<file path="config.mk">
export PLATFORM = sky130hd
export DESIGN_NAME = ex_div
export DESIGN_NICKNAME = d
export VERILOG_FILES = /design/src/rtl/ex_div.sv
export SDC_FILE = /design/constraint.sdc
export NUM_CORES = 1
export LEC_CHECK = 0
export ABC_CLOCK_PERIOD_IN_PS = 3650
export CAP_MARGIN = 15
export CORE_MARGIN = 2
export CORE_UTILIZATION = 40
export DETAILED_ROUTE_END_ITERATION = 8
export GPL_ROUTABILITY_DRIVEN = 1
export PLACE_DENSITY = 0.7
export RECOVER_POWER = 100
export SKIP_LAST_GASP = 1
export SYNTH_ARGS = -nofsm -noshare
export SYNTH_HDL_FRONTEND = slang
export SYNTH_SLANG_ARGS = --single-unit
</file>
<file path="constraint.sdc">
create_clock -name clk -period 3.65 [get_ports clk]
set_input_delay 0.73 -clock clk [delete_from_list [all_inputs] [get_ports clk]]
set_output_delay 0.73 -clock clk [all_outputs]
set_load 0.05 [all_outputs]
</file>
<file path="src/rtl/ex_div.sv">
// ex_div: multi-cycle restoring divider for DIV/DIVU in the EX stage.
// Produces {remainder, quotient}. ready_o stays high until EX drops start_i.
module ex_div #(
   parameter int unsigned DATA_W = 32
) (
   input  logic                  clk,
   input  logic                  rst,
   input  logic                  signed_div_i,
   input  logic [DATA_W-1:0]     opdata1_i,
   input  logic [DATA_W-1:0]     opdata2_i,
   input  logic                  start_i,
   input  logic                  annul_i,
   output logic [2*DATA_W-1:0]   result_o,
   output logic                  ready_o
);

   localparam int unsigned CNT_W = $clog2(DATA_W + 1);

   typedef enum logic [1:0] {FREE, BYZERO, ON, END} state_e;

   state_e               state_q, state_d;
   logic [CNT_W-1:0]     cnt_q, cnt_d;
   logic [DATA_W-1:0]    dvd_q, dvd_d;      // dividend magnitude, consumed MSB-first
   logic [DATA_W-1:0]    dvs_q, dvs_d;      // divisor magnitude
   logic [DATA_W-1:0]    rem_q, rem_d;      // partial remainder, always < divisor
   logic [DATA_W-1:0]    quo_q, quo_d;      // quotient bits shifted in LSB-first
   logic                 neg_quo_q, neg_quo_d;
   logic                 neg_rem_q, neg_rem_d;
   logic [2*DATA_W-1:0]  result_q, result_d;
   logic                 ready_q, ready_d;

   logic                 op1_neg;
   logic                 op2_neg;
   logic [DATA_W:0]      rem_shift;
   logic [DATA_W:0]      rem_diff;
   logic [DATA_W-1:0]    quo_fix;
   logic [DATA_W-1:0]    rem_fix;

   assign op1_neg   = signed_div_i & opdata1_i[DATA_W-1];
   assign op2_neg   = signed_div_i & opdata2_i[DATA_W-1];
   // Shifted remainder can exceed DATA_W bits; a borrow in the top bit of
   // the difference means the remainder was smaller than the divisor.
   assign rem_shift = {rem_q, dvd_q[DATA_W-1]};
   assign rem_diff  = rem_shift - {1'b0, dvs_q};
   assign quo_fix   = neg_quo_q ? -quo_q : quo_q;
   assign rem_fix   = neg_rem_q ? -rem_q : rem_q;

   // Next-state and datapath computation for the divider FSM.
   always_comb begin
      state_d   = state_q;
      cnt_d     = cnt_q;
      dvd_d     = dvd_q;
      dvs_d     = dvs_q;
      rem_d     = rem_q;
      quo_d     = quo_q;
      neg_quo_d = neg_quo_q;
      neg_rem_d = neg_rem_q;
      result_d  = result_q;
      ready_d   = ready_q;

      case (state_q)
         FREE: begin
            result_d = '0;
            ready_d  = 1'b0;
            cnt_d    = '0;
            if (start_i && !annul_i) begin
               dvd_d     = op1_neg ? -opdata1_i : opdata1_i;
               dvs_d     = op2_neg ? -opdata2_i : opdata2_i;
               rem_d     = '0;
               quo_d     = '0;
               neg_quo_d = op1_neg ^ op2_neg;
               neg_rem_d = op1_neg;
               state_d   = (opdata2_i == '0) ? BYZERO : ON;
            end
         end
         BYZERO: begin
            result_d = '0;
            ready_d  = 1'b1;
            state_d  = END;
         end
         ON: begin
            if (annul_i) begin
               state_d  = FREE;
               cnt_d    = '0;
               result_d = '0;
               ready_d  = 1'b0;
            end else if (cnt_q == CNT_W'(DATA_W)) begin
               result_d = {rem_fix, quo_fix};
               ready_d  = 1'b1;
               state_d  = END;
            end else begin
               if (!rem_diff[DATA_W]) begin
                  rem_d = rem_diff[DATA_W-1:0];
                  quo_d = {quo_q[DATA_W-2:0], 1'b1};
               end else begin
                  rem_d = rem_shift[DATA_W-1:0];
                  quo_d = {quo_q[DATA_W-2:0], 1'b0};
               end
               dvd_d = {dvd_q[DATA_W-2:0], 1'b0};
               cnt_d = cnt_q + CNT_W'(1);
            end
         end
         END: begin
            ready_d = 1'b1;
            if (!start_i) begin
               state_d  = FREE;
               ready_d  = 1'b0;
               result_d = '0;
            end
         end
         default: begin
            state_d  = FREE;
            result_d = '0;
            ready_d  = 1'b0;
            cnt_d    = '0;
         end
      endcase
   end

   // State registers; synchronous reset clears control and outputs.
   always_ff @(posedge clk) begin
      if (rst) begin
         state_q   <= FREE;
         cnt_q     <= '0;
         result_q  <= '0;
         ready_q   <= 1'b0;
         dvd_q     <= '0;
         dvs_q     <= '0;
         rem_q     <= '0;
         quo_q     <= '0;
         neg_quo_q <= 1'b0;
         neg_rem_q <= 1'b0;
      end else begin
         state_q   <= state_d;
         cnt_q     <= cnt_d;
         result_q  <= result_d;
         ready_q   <= ready_d;
         dvd_q     <= dvd_d;
         dvs_q     <= dvs_d;
         rem_q     <= rem_d;
         quo_q     <= quo_d;
         neg_quo_q <= neg_quo_d;
         neg_rem_q <= neg_rem_d;
      end
   end

   assign result_o = result_q;
   assign ready_o  = ready_q;

endmodule

</file>
==> impl_metrics.yaml, run 1 <==
status:
  status: "complete, no violations"
pwr:
  peakVddDrop_mv: 0.336
  p_per_area_mw_per_mm2: 393
  p_leak_nw: 5.97
floorplanning:
  fp-row-count: 63
  dieArea_mm2: 0.0315
  io-pin-count: 134
  core_mm2: 0.0296
  start_util_pct: 40.6
  dieHeight_um: 177
  die_w_um: 177
setup_path:
  worstSetupEndpointType: "flip-flop"
  start_kind: "flip-flop"
  cpPeakStageDelay_ns: 0.46
  path_class: "flip-flop to flip-flop"
  slowest_stage: "xor2_4"
  cp_max_fo: 14
  rrSetupSlack_ns: 0.39
  critPathArrivalTime_ns: 3.67
  required_ns: 4.05
  worstPathCellList: "inv_1, ha_1, fa_1, nand2b_1, a21oi_1, o21ai_1, a2111oi_4, o31ai_2, xor2_4, clkbuf_1, mux2i_1, o21ai_0"
clocking:
  cts_setup_buffers: 0
  cts-resized-gates: 0
  cts_max_level: 1
  cts_hold_buffers: 0
  cts_tree: "yes"
  cts.sinks: 203
  cts_inserted_buffers: 25
  cts_root_buf: "clkbuf_16"
  clk_pin_slew_ns: 0.06
  clock_latency_ns: 0.54
  cts.path.max_buffers: 3
grt:
  globalRouteMet3Util_pct: 3.04
  grt_pass1_vias: 10200
  grt_util_met1_pct: 29.9
  grt_first_pass_wirelength_um: 52500
  met2_usage_pct: 30.7
  gr-total-overflow: 0
  antenna_found_initial: 0
  grt.busiest_layer: "met2"
  gr-usage-all-layers_pct: 20.1
  grt_max_degree: 79
route:
  drc_errors: 0
  drt_iter0_drc: 815
  wl_per_cell_um: 15.8
  viasPerCell: 5.46
  vias: 11200
  postRouteAntennaNets: 0
  drtPass1Iterations: 5
  wl_um: 32500
final_layout:
  nNetsFinal: 1760
  multiInputGateArea_mm2: 0.00737
  synthToLayoutAreaGrowth_pct: 21.7
  seqCellArea_mm2: 0.00406
  fillers: 2904
  n_antenna_cell: 0
  drive_gt1_share_pct: 6.05
  post-route-util_pct: 49.4
synth:
  synth_common_cells: "dfxtp_1, nor2_1, nand2_1, a21oi_1, clkbuf_1"
  synth-main-ff-cell: "dfxtp_1"
  synth_top_area_share_pct: 33.8
  seq_area_frac_synth_pct: 33.8
  synth_nets: 1640
  yosysMostFrequentCell: "dfxtp_1"
  synth_edf_count: 0
  synth-compound-area-share_pct: 24.0
  ys_types: 77
  synthArstFlopShare_pct: 0
  synth_mux_area_share_pct: 1.83
  syn_avg_cell_area_um2: 7.85
  synth_top_family_by_area: "compound AO/OA/AOI/OAI gates"
  synth.area.top_cells: "dfxtp_1, nor2_1, a21oi_1"
  ys_seq_elements: 203
  synth_top_area_cell: "dfxtp_1"
  synth-simple-area-share_pct: 21.4
  synthXorXnorAreaFrac_pct: 10.4
  synth.yosys.warnings: 0
  synth_area_mm2: 0.0120
  syn-instance-count: 1532
  synth-adder-area-share_pct: 4.12
timing:
  finalSetupViolCount: 0
  tightest_slew_ns: 1.35
  finalHoldWorstSlack_ns: 0.454
  skew_ns: 0.0119
  relSlewSlack_pct: 9.76
  hold_viol: 0
  setup_tns_ns: 0
  fin_crit_sh_pct: 89.4
  slew_viol_final: 0
  rsz0062_at_grt: "no"
  fin_crit_ns: 3.26
  fmax_ghz: 0.306
placement:
  routabilityCongestion: 0.910
  place.detailed.hpwl_um: 23800
  io_buffers: 133
min_path:
  hold_path_class: "flip-flop to flip-flop"
run:
  maxCapViolations: 0
routing by layer:
| layer | wire, µm | part of all wire (%) |
|---|---|---|
| met1 | 16400 | 50 |
| met2 | 13700 | 42 |
| met3 | 2090 | 6.4 |
| met4 | 383 | 1.2 |
| met5 | 0 | 0 |
power by group:
| part | switching (mW) | internal [mW] |
|---|---|---|
| logic | 0.516 | 0.340 |
| registers | 0.0394 | 2.28 |
| clock network | 0.981 | 1.59 |
| total | 1.54 | 4.21 |
logic make-up after synthesis:
logic type / after synthesis
AO/OA/AOI/OAI: 438
XOR/XNOR: 143
adder cells (fa/ha/maj): 39
buffers and inverters: 141
flip-flops: 203
multiplexers: 22
AND/OR/NAND/NOR: 546
cell usage in the layout (no fill, tap or decap), types with 10 or more instances in the layout:
cell type	n
ha_1	38
clkbuf_1	20
dlygate4sd3_1	68
nor3_1	24
or3_1	19
nor4_1	11
a21o_1	12
mux2i_1	22
o41ai_1	16
or4_1	13
inv_1	49
nand3_1	56
a31oi_1	13
a21oi_1	145
dfxtp_1	203
xor2_1	68
clkdlybuf4s50_1	64
a211oi_1	45
clkbuf_16	25
nand4_1	10
o31ai_1	19
buf_4	33
a22o_1	13
o21ai_0	68
nor2b_1	10
xnor2_1	74
nand2_1	163
a22oi_1	33
nor2_1	194
o211ai_1	15
path summary, 6_finish.rpt:
path | startpoint | to | cells after the start
setup / recovery | dvd_q[31]$_SDFFE_PP0P_ | rem_q[18]$_SDFFE_PP0P_ | 12
hold / removal | dvd_q[8]$_SDFFE_PP0P_ | dvd_q[8]$_SDFFE_PP0P_ | 2
setup reg to reg | dvd_q[31]$_SDFFE_PP0P_ | rem_q[18]$_SDFFE_PP0P_ | 12
hold reg to reg | dvd_q[8]$_SDFFE_PP0P_ | dvd_q[8]$_SDFFE_PP0P_ | 2
through the flow:
| stage | std cells | total power [mW] | setup WS [ns] | instance area, µm² |
|---|---|---|---|---|
| 5_1_grt | 2059 | 6.00 | 0.0748 | 14600 |
| 3_5_place_dp | 2014 | 3.23 | 0.114 | 13900 |
| 3_3_place_gp | 2014 | 3.22 | 0.203 | 13900 |
| 6_report | 2059 | 5.75 | 0.385 | 14600 |
| 4_1_cts | 2058 | 5.81 | 0.416 | 14800 |
| 2_1_floorplan | 1532 | 2.93 | 0.772 | 12000 |
worst max-delay path: cells and delay by family, from the launching register on:
| kind | cells | cell delay, ns |
|---|---|---|
| buffers and inverters | 2 | 0.29 |
| xor gates and xnor gates | 1 | 0.46 |
| AOI/OAI and AO/OA | 5 | 1.02 |
| and+or+nand+nor | 1 | 0.18 |
| DFF | 1 | 0.33 |
| muxes | 1 | 0.20 |
| adders and majority gates | 2 | 0.63 |
layout make-up:
| class | count | area share, % |
|---|---|---|
| clock buffers | 35 | 4.94 |
| flip-flops and latches | 203 | 27.8 |
| well taps | 390 | 3.33 |
| inverters | 49 | 1.26 |
| clock inverters | 9 | 0.966 |
| multi-input cells | 1188 | 50.4 |
| repair buffers | 185 | 11.4 |
flip-flops by register name, indices dropped and copies added (netlist names):
name / flops
cnt_q: 6
dvd_q: 32
dvs_q: 32
neg_quo_q: 1
neg_rem_q: 1
quo_q: 32
ready_o: 1
rem_q: 32
result_o: 64
state_q: 2
No activity file was read; power rests on OpenSTA's default activity.
==> run 2, diff against run 1 <==
--- a/config.mk
+++ b/config.mk
@@ -10,7 +10,7 @@
 export CORE_MARGIN = 2
 export CORE_UTILIZATION = 40
 export DETAILED_ROUTE_END_ITERATION = 8
-export GPL_ROUTABILITY_DRIVEN = 1
+export GPL_ROUTABILITY_DRIVEN = 0
 export PLACE_DENSITY = 0.7
 export RECOVER_POWER = 100
 export SKIP_LAST_GASP = 1
==> impl_metrics.yaml, run 2 (synthesis gave the netlist of run 1 again) <==
timing:
  finalSetupViolCount: 0
  hold_viol: 0
  setup_tns_ns: 0
  skew_ns: 0.0239
  fin_crit_sh_pct: 91.5
  rsz0062_at_grt: "no"
  fmax_ghz: 0.299
  tightest_slew_ns: 1.27
  slew_viol_final: 0
  relSlewSlack_pct: 15.6
  setup_ws_ns: 0.309
  fin_crit_ns: 3.34
final_layout:
  seqCellArea_mm2: 0.00406
  drive_gt1_share_pct: 6.34
  layout_common_cells: "dfxtp_1, nor2_1, nand2_1"
  finalNonFillerCells: 2046
  layout_commonest_cell: "dfxtp_1"
  fillers: 2910
  post-route-util_pct: 49.4
  synthToLayoutAreaGrowth_pct: 21.6
  multiInputGateArea_mm2: 0.00742
  nNetsFinal: 1746
  n_antenna_cell: 0
  largest_register_ffs: 64
floorplanning:
  io-pin-count: 134
  dieArea_mm2: 0.0315
  core_mm2: 0.0296
  start_util_pct: 40.6
  dieHeight_um: 177
  die_w_um: 177
  fp-row-count: 63
placement:
  place.detailed.hpwl_um: 23300
  dpl.cell_count: 2000
  io_buffers: 133
  dp_slack_ns: 0.107
setup_path:
  path_class: "flip-flop to flip-flop"
  rrSetupSlack_ns: 0.31
  cp_max_fo: 27
  required_ns: 4.11
  worstSetupEndpointType: "flip-flop"
  critPathArrivalTime_ns: 3.80
  start_kind: "flip-flop"
clocking:
  clock_latency_ns: 0.54
  cts_setup_buffers: 0
  cts_tree: "yes"
  clk_pin_slew_ns: 0.06
  cts_hold_buffers: 0
  cts.sinks: 203
  cts.path.max_buffers: 3
  cts_inserted_buffers: 25
  cts_root_buf: "clkbuf_16"
  cts-resized-gates: 0
  cts_max_level: 1
route:
  wl_per_cell_um: 15.7
  postRouteAntennaNets: 0
  drc_errors: 0
  viasPerCell: 5.49
  vias: 11200
  drtPass1Iterations: 5
  drt_iter0_drc: 869
  wl_um: 32000
grt:
  grt_max_degree: 74
  gr-usage-all-layers_pct: 20.1
  grt_first_pass_wirelength_um: 53000
  grt_pass1_vias: 10400
  antenna_found_initial: 0
  gr-total-overflow: 0
run:
  maxCapViolations: 0
min_path:
  hold_path_class: "flip-flop to flip-flop"
pwr:
  finalPower_mw: 5.75
  p_per_area_mw_per_mm2: 393
  peakVddDrop_mv: 0.327
  p_leak_nw: 5.97
status:
  status: "complete, no violations"
==> run 2: changes by cell type in the layout (fill, tap and decap cells not counted), sizes merged, moves of 2 or more <==
| cell | delta |
|---|---|
| clkbuf | -16 |
| buf | -3 |
| clkinvlp | +3 |
| clkinv | +2 |
==> run 2: worst max-delay path: stages, from the launching register on <==
cell	delay, ns
dfxtp_1	0.32
inv_1	0.04
ha_1	0.22
fa_1	0.40
nand2b_1	0.19
a21oi_1	0.20
o21ai_0	0.22
a2111oi_4	0.47
o31ai_1	0.22
xor2_4	0.21
buf_12	0.21
or4_1	0.50
nand2_1	0.06
==> run 2: cell type report <==
type	instances	share of cell area, %
clock inverters	15	1.37
multi-input cells	1188	50.7
inverters	49	1.26
clock buffers	30	4.54
well taps	390	3.34
repair buffers	171	11.0
flip-flops and latches	203	27.8
==> run 2: path summary, 6_finish.rpt <==
path,to,depth (start not counted),from
worst max-delay path,rem_q[17]$_SDFFE_PP0P_,12,dvd_q[31]$_SDFFE_PP0P_
worst min-delay path,dvs_q[30]$_SDFFE_PP0P_,2,dvs_q[30]$_SDFFE_PP0P_
worst max register to register,rem_q[17]$_SDFFE_PP0P_,12,dvd_q[31]$_SDFFE_PP0P_
worst min register to register,dvs_q[30]$_SDFFE_PP0P_,2,dvs_q[30]$_SDFFE_PP0P_
==> run 2: routing by layer <==
| metal | track usage [%] | part of all wire [%] | up-vias | wire [µm] |
|---|---|---|---|---|
| met5 | 0 | 0 | - | 0 |
| met4 | 4.37 | 1.4 | 0 | 458 |
| met3 | 3.26 | 6.1 | 43 | 1950 |
| met2 | 30.9 | 43 | 302 | 13700 |
| met1 | 29.4 | 50 | 5175 | 16000 |
| li1 | - | - | 5707 | - |
==> run 2: power breakdown <==
group	switching (mW)	leakage [nW]	internal, mW
clock network	1.01	0.416	1.59
logic	0.497	3.91	0.337
registers	0.0407	1.64	2.28
==> run 2: metrics by stage <==
stage / instance area (µm²) / hold WS [ns]
after floorplan: 12000 / 0.432
after global placement: 13900 / 0.441
after detailed placement: 13900 / 0.446
after CTS: 14700 / 0.453
after global routing: 14600 / 0.471
final: 14600 / 0.450
==> run 3, diff against run 2 <==
--- a/config.mk
+++ b/config.mk
@@ -10,8 +10,9 @@
 export CORE_MARGIN = 2
 export CORE_UTILIZATION = 40
 export DETAILED_ROUTE_END_ITERATION = 8
+export DONT_BUFFER_PORTS = 1
 export GPL_ROUTABILITY_DRIVEN = 0
-export PLACE_DENSITY = 0.7
+export PLACE_DENSITY = 0.64
 export RECOVER_POWER = 100
 export SKIP_LAST_GASP = 1
 export SYNTH_ARGS = -nofsm -noshare
==> impl_metrics.yaml, run 3 (synthesis gave the netlist of run 1 again) <==
status:
  status: "finished, violations left"
  violations: "max-capacitance violations, max-slew violations"
final_layout:
  drive_gt1_share_pct: 6.32
  largest_register_ffs: 64
  stdcell_area_mm2: 0.0132
  nNetsFinal: 1608
  n_antenna_cell: 0
  layout_commonest_cell: "dfxtp_1"
  layout_common_cells: "dfxtp_1, nor2_1, nand2_1"
  synthToLayoutAreaGrowth_pct: 10.0
floorplanning:
  dieArea_mm2: 0.0315
  die_w_um: 177
  start_util_pct: 40.6
  io-pin-count: 134
  core_mm2: 0.0296
  fp-row-count: 63
  dieHeight_um: 177
timing:
  finalSetupViolCount: 0
  fmax_ghz: 0.299
  skew_ns: 0.0315
  slew_viol_final: 57
  relSlewSlack_pct: -48.4
  hold_viol: 0
  fin_crit_sh_pct: 91.6
  setup_tns_ns: 0
  rsz0062_at_grt: "no"
  fin_crit_ns: 3.34
  tightest_slew_ns: 2.23
grt:
  gr-usage-all-layers_pct: 19.6
  grt_pass1_vias: 9853
  globalRouteMet3Util_pct: 4.56
  gr-total-overflow: 0
  grt_first_pass_wirelength_um: 51100
  grt.busiest_layer: "met2"
  grt_max_degree: 160
  met2_usage_pct: 29.9
  grt_util_met1_pct: 28.0
  antenna_found_initial: 0
clocking:
  cts_root_buf: "clkbuf_16"
  cts.path.max_buffers: 3
  clk_pin_slew_ns: 0.06
  cts.sinks: 203
  cts_tree: "yes"
  cts_inserted_buffers: 25
  cts-resized-gates: 0
  clock_latency_ns: 0.54
  cts_max_level: 1
placement:
  io_buffers: 0
  place.detailed.hpwl_um: 22700
  placedInstanceArea_mm2: 0.0125
setup_path:
  worstPathCellList: "inv_1, ha_1, fa_1, nand2b_1, a21oi_1, o21ai_1, a2111oi_4, o31ai_2, xor2_4, clkbuf_1, or4_1, nand2_1"
  worstSetupEndpointType: "flip-flop"
  slowest_stage: "or4_1"
  required_ns: 4.11
  path_buf_inv: 2
  critPathArrivalTime_ns: 3.80
  reg2regPathDepth: 12
  cp_max_fo: 7
  start_kind: "flip-flop"
  cp.depth: 12
  path_class: "flip-flop to flip-flop"
  cpPeakStageDelay_ns: 0.53
  cp_top_family: "compound AO/OA/AOI/OAI gates"
pwr:
  p_per_area_mw_per_mm2: 415
  finalPower_mw: 5.49
  p_leak_nw: 5.19
  peakVddDrop_mv: 0.332
route:
  vias: 10500
  wl_per_cell_um: 16.5
  wl_um: 31500
  drt_iter0_drc: 667
  postRouteAntennaNets: 0
  drtPass1Iterations: 5
  drc_errors: 0
  viasPerCell: 5.51
min_path:
  hold_path_depth: 1
  hold_path_class: "input pin to flip-flop"
run:
  maxCapViolations: 1
-- run 3: worst reg2reg max path, delay by kind of cell, from the launching register on --
family | cells | cell delay, ns
AND/OR/NAND/NOR | 3 | 0.77
AO/OA/AOI/OAI | 4 | 1.07
adder cells (fa/ha/maj) | 2 | 0.62
flip-flops | 1 | 0.36
buffers and inverters | 2 | 0.27
XOR/XNOR | 1 | 0.22
-- run 3: timing repair --
action	4_1_cts	5_1_grt
setup endpoints to repair	0	17
hold buffers	0	0
endpoints found under the hold margin	0	0
buffers inserted	0	4
-- run 3: per-stage QoR --
step | hold WS [ns] | cells | setup WS, ns | util (%)
6_report | 0.291 | 1909 | 0.308 | 44.7
5_1_grt | 0.266 | 1909 | 0.0763 | 44.7
4_1_cts | 0.255 | 1904 | 0.176 | 44.8
3_5_place_dp | 0.443 | 1858 | 0.199 | 42.0
3_3_place_gp | 0.438 | 1858 | 0.295 | 42.0
2_1_floorplan | 0.432 | 1532 | 0.772 | -
-- run 3: metal layers --
| layer | routed length, µm | share of wire [%] |
|---|---|---|
| met1 | 15300 | 49 |
| met2 | 13300 | 42 |
| met3 | 2380 | 7.6 |
| met4 | 499 | 1.6 |
| met5 | 0 | 0 |
-- run 3: path summary, 6_finish.rpt --
kind,endpoint,startpoint,slack [ns]
setup / recovery,rem_q[17]$_SDFFE_PP0P_,dvd_q[31]$_SDFFE_PP0P_,0.31
hold / removal,quo_q[24]$_SDFFE_PP0P_,rst,0.29
setup reg to reg,rem_q[17]$_SDFFE_PP0P_,dvd_q[31]$_SDFFE_PP0P_,0.31
hold reg to reg,dvd_q[12]$_SDFFE_PP0P_,dvd_q[12]$_SDFFE_PP0P_,0.45
-- run 3: power by group --
group	total (mW)	internal (mW)	switching (mW)
clock	2.48	1.48	0.996
combinational	0.692	0.272	0.420
sequential	2.32	2.28	0.0424
total	5.49	4.03	1.46
-- run 3: cell type report --
cell class,count,area [µm²]
fill,3013,16400
tap,390,488
clock inverter,9,95.1
clock buffer,37,741
multi-input combinational,1188,7430
inverter,49,184
sequential,203,4060
timing repair buffer,33,238
